**src/rtl/ones_cnt_pkg.sv**
```systemverilog
// Shared constants and helpers for the ones_cnt population counter.
package ones_cnt_pkg;

    localparam int LOG_VEC_SIZE_DEF = 3;

    function automatic int vec_size(input int log_size);
        return 32'd1 << log_size;
    endfunction

endpackage

```
**src/rtl/ones_cnt_add.sv**
```systemverilog
// One node of the popcount adder tree: W-bit + W-bit unsigned sum with carry out.
module ones_cnt_add #(
    parameter int W = 1
) (
    input  logic [W-1:0] a_i,
    input  logic [W-1:0] b_i,
    output logic [W:0]   sum_o
);

    assign sum_o = {1'b0, a_i} + {1'b0, b_i};

endmodule

```
**src/rtl/ones_cnt.sv**
```systemverilog
// Population counter over A: balanced adder tree for the combinational count,
// plus registered copies of the count and the full-vector flag.
module ones_cnt
    import ones_cnt_pkg::*;
#(
    parameter  int LOG_VEC_SIZE = LOG_VEC_SIZE_DEF,
    localparam int VEC_SIZE     = vec_size(LOG_VEC_SIZE)
) (
    input  logic                    clk,
    input  logic                    resetN,
    input  logic [0:VEC_SIZE-1]     A,
    output logic [0:LOG_VEC_SIZE-1] ones,
    output logic                    allOnes,
    output logic [0:LOG_VEC_SIZE-1] onesReg,
    output logic                    allOnesReg
);

    logic [LOG_VEC_SIZE:0]   total_s;
    logic [LOG_VEC_SIZE-1:0] ones_d;
    logic                    all_ones_d;
    logic [LOG_VEC_SIZE-1:0] ones_q;
    logic                    all_ones_q;

    // Level lv adds pairs of (lv+1)-bit partial counts into (lv+2)-bit counts.
    for (genvar lv = 0; lv < LOG_VEC_SIZE; lv++) begin : lvl_g
        localparam int NODES = VEC_SIZE >> (lv + 1);
        logic [lv+1:0] sum_s [NODES];

        for (genvar n = 0; n < NODES; n++) begin : node_g
            logic [lv:0] a_s;
            logic [lv:0] b_s;

            if (lv == 0) begin : leaf_g
                assign a_s = A[2*n];
                assign b_s = A[2*n+1];
            end else begin : inner_g
                assign a_s = lvl_g[lv-1].sum_s[2*n];
                assign b_s = lvl_g[lv-1].sum_s[2*n+1];
            end

            ones_cnt_add #(.W(lv + 1)) u_add (
                .a_i   (a_s),
                .b_i   (b_s),
                .sum_o (sum_s[n])
            );
        end
    end

    // The tree root is one bit wider than ones; its MSB is set only for a full vector.
    assign total_s    = lvl_g[LOG_VEC_SIZE-1].sum_s[0];
    assign ones_d     = total_s[LOG_VEC_SIZE-1:0];
    assign all_ones_d = total_s[LOG_VEC_SIZE];

    assign ones       = ones_d;
    assign allOnes    = all_ones_d;

    // Registered copy of the count and full flag for timing-critical consumers.
    always_ff @(posedge clk or negedge resetN) begin
        if (!resetN) begin
            ones_q     <= '0;
            all_ones_q <= 1'b0;
        end else begin
            ones_q     <= ones_d;
            all_ones_q <= all_ones_d;
        end
    end

    assign onesReg    = ones_q;
    assign allOnesReg = all_ones_q;

endmodule

```
**config.mk**
```make
export PLATFORM = sky130hd
export DESIGN_NAME = ones_cnt
export DESIGN_NICKNAME = d
export VERILOG_FILES = /design/src/rtl/ones_cnt_pkg.sv /design/src/rtl/ones_cnt_add.sv /design/src/rtl/ones_cnt.sv
export SDC_FILE = /design/constraint.sdc
export NUM_CORES = 1
export LEC_CHECK = 0
export CAP_MARGIN = 20
export CORE_AREA = 2 2 39 41
export CTS_CLUSTER_SIZE = 8
export DETAILED_ROUTE_END_ITERATION = 10
export DIE_AREA = 0 0 41 43
export PLACE_DENSITY = 0.59
export SETUP_SLACK_MARGIN = 0.2
export SLEW_MARGIN = 0
export SYNTH_ARGS = -nofsm -noshare
export SYNTH_HDL_FRONTEND = slang
export SYNTH_HIERARCHICAL = 1
export SYNTH_SLANG_ARGS = --single-unit
```
**constraint.sdc**
```tcl
create_clock -name clk -period 2.44 [get_ports clk]
set_input_delay 0.488 -clock clk [delete_from_list [all_inputs] [get_ports clk]]
set_output_delay 0.488 -clock clk [all_outputs]
set_load 0.005 [all_outputs]
```
==> flow_metrics.tcl <==
set metrics [dict create \
    wl_per_cell_um 9.83 \
    cp-start-kind "input pin" \
    dp_hpwl_um 638 \
    cts_hold_buf 0 \
    met2_wirelength_um 467 \
    yosysSeqAreaShare_pct 28.8 \
    p_leak_nw 0.368 \
    vias 323 \
    rsz0062_at_grt "yes" \
    yosysWarnings 6 \
    rows 14 \
    drt-met1-wl_um 276 \
    fin_nets 88 \
    fp.dieH_um 43 \
    met3_length_um 41 \
    core-area_um2 1380 \
    area_delta_synth_final_pct 117 \
    setup_viol 4 \
    finalHoldViolCount 0 \
    grt.overflow.total 0 \
    vias_per_cell 4.04 \
    start_util_pct 25.1 \
    endpoint_kind "output pin" \
    num_io_pins 18 \
    tns_ns -0.931 \
    clock_path_buffers 2 \
    drt_first_pass_iters 2 \
    grt_start_max_net_pins 5 \
    seq_area_um2 100 \
    drt_iter0_markers 2 \
    die_w_um 41 \
    clk_pin_slew_worst_paths_ns 0.04 \
    hold_path_class "input pin to asynchronous set/reset pin" \
    cp.required_ns 1.95 \
    cts_made_buffers 3 \
    numClockSinks 4 \
    antenna_left 0 \
    syn_inst 34 \
    outcome "finished with violations" \
    worst_pin_slew_ns 0.202 \
    violations "setup timing" \
    cts_tree "done" \
    dr.max_layer_used "met3" \
    portBuffers 17 \
    grt_pass1_wl_um 1370 \
    dieArea_um2 1760 \
    routabilityCongestion 0.647 \
    final_common_cell "buf_6" \
    worst_ir_drop_vdd_mv 0.176 \
    fin_crit_sh_pct 112 \
    antenna_cells 0 \
    drive_above_1_share_pct 67.2 \
    track_usage_pct 12.1 \
    multi_input_area_um2 304 \
    drc 0 \
    stdcell_area_um2 754 \
    layout_common_cells "buf_6 (11), buf_4 (9), ha_4 (7), inv_1 (7), inv_2 (7)" \
    placed_cell_area_um2 638 \
    cp_max_fo 2 \
    syn_area_um2 348 \
    setup_ws_ns -0.283 \
    htree_levels 1 \
    cp.arrival_ns 2.23 \
    first_global_vias 391 \
    cap_viol_max_count 0 \
    synth.avg_cell_area_um2 10.2 \
    ys_seq_elements 4 \
    powerDensity_nw_per_um2 659 \
    layout_min_cycle_time_ns 2.72 \
    synth.net_count 56 \
    crit_start "A[7]" \
    nFillCells 125 \
    synth_cell_types 8 \
    crit_type "input pin to output pin" \
    drt_wl_total_um 786 \
    hold_ws_ns 0.461 \
    fmax_mhz 367 \
    grt_antenna_before_repair 0 \
    slew_violations 0 \
    clockRootBuffer "clkbuf_4" \
    endpoint "ones[1]" \
    max_slew_margin_pct 86.5 \
    fin_util_pct 54.5 \
]
worst max-delay path, stage by stage:
cell	delay (ns)
buf_6	0.09
ha_4	0.26
ha_4	0.12
inv_2	0.03
fa_1	0.45
inv_2	0.07
inv_2	0.04
fa_2	0.53
inv_2	0.04
buf_6	0.10
where the power goes:
part	internal [mW]	switching, mW	leakage [nW]	total [mW]
Sequential	0.0918	0.00590	0.0490	0.0977
Combinational	0.205	0.114	0.305	0.319
Clock	0.0549	0.0253	0.0138	0.0802
cells by family after synthesis:
family	count (synthesis)	synth area share, %
buffers and inverters	14	15.1
adder cells (fa/ha/maj)	12	49.6
flip-flops	4	28.8
AND/OR/NAND/NOR	2	2.52
AO/OA/AOI/OAI	1	1.44
XOR/XNOR	1	2.52
metrics by stage:
| stage | cells | setup WS [ns] | total power, mW |
|---|---|---|---|
| floorplan | 34 | -0.0544 | 0.204 |
| global placement | 69 | -1.03 | 0.350 |
| detailed placement | 69 | -1.06 | 0.357 |
| CTS | 79 | -0.292 | 0.465 |
| global route | 80 | -0.360 | 0.549 |
| finish | 80 | -0.283 | 0.497 |
metal layers:
layer  vias to the layer above  GRT usage, %
li1                        161             -
met1                       152          10.0
met2                        10          23.1
met3                         0          1.57
met4                         0          8.00
met5                         -             0
how the worst min path moves through the flow:
stage,from,to,slack (ns),cells after the start
after floorplan,resetN,allOnesReg,0.19,0
after global placement,resetN,onesReg[0],0.71,1
after detailed placement,resetN,onesReg[2],0.71,1
after CTS,resetN,onesReg[2],0.46,1
after global routing,resetN,onesReg[2],0.46,1
final,resetN,onesReg[2],0.46,1
area by class of cell:
cell class | count | area share (%)
Inverter | 14 | 6.97
Tap cell | 16 | 2.65
Clock buffer | 3 | 2.99
Timing Repair Buffer | 27 | 33.8
Multi-Input combinational cell | 16 | 40.3
Sequential cell | 4 | 13.3
cells in the mapped netlist (all sizes together):
cell	n	share of area (%)
xnor2	1	2.5
nand3	1	1.4
nand2	1	1.1
ha	9	32
a21oi	1	1.4
fa	3	17
dfrtp	4	29
inv	14	15
timing repair:
action	in CTS	in global routing
buffers inserted	7	1
endpoints found under the setup margin	7	4
pin swaps	10	6
gates resized for setup	54	8
state kept, by name (all words and copies together), names as in the netlist:
register	flops
allOnesReg	1
onesReg	3
No activity file was read; power rests on OpenSTA's default activity.
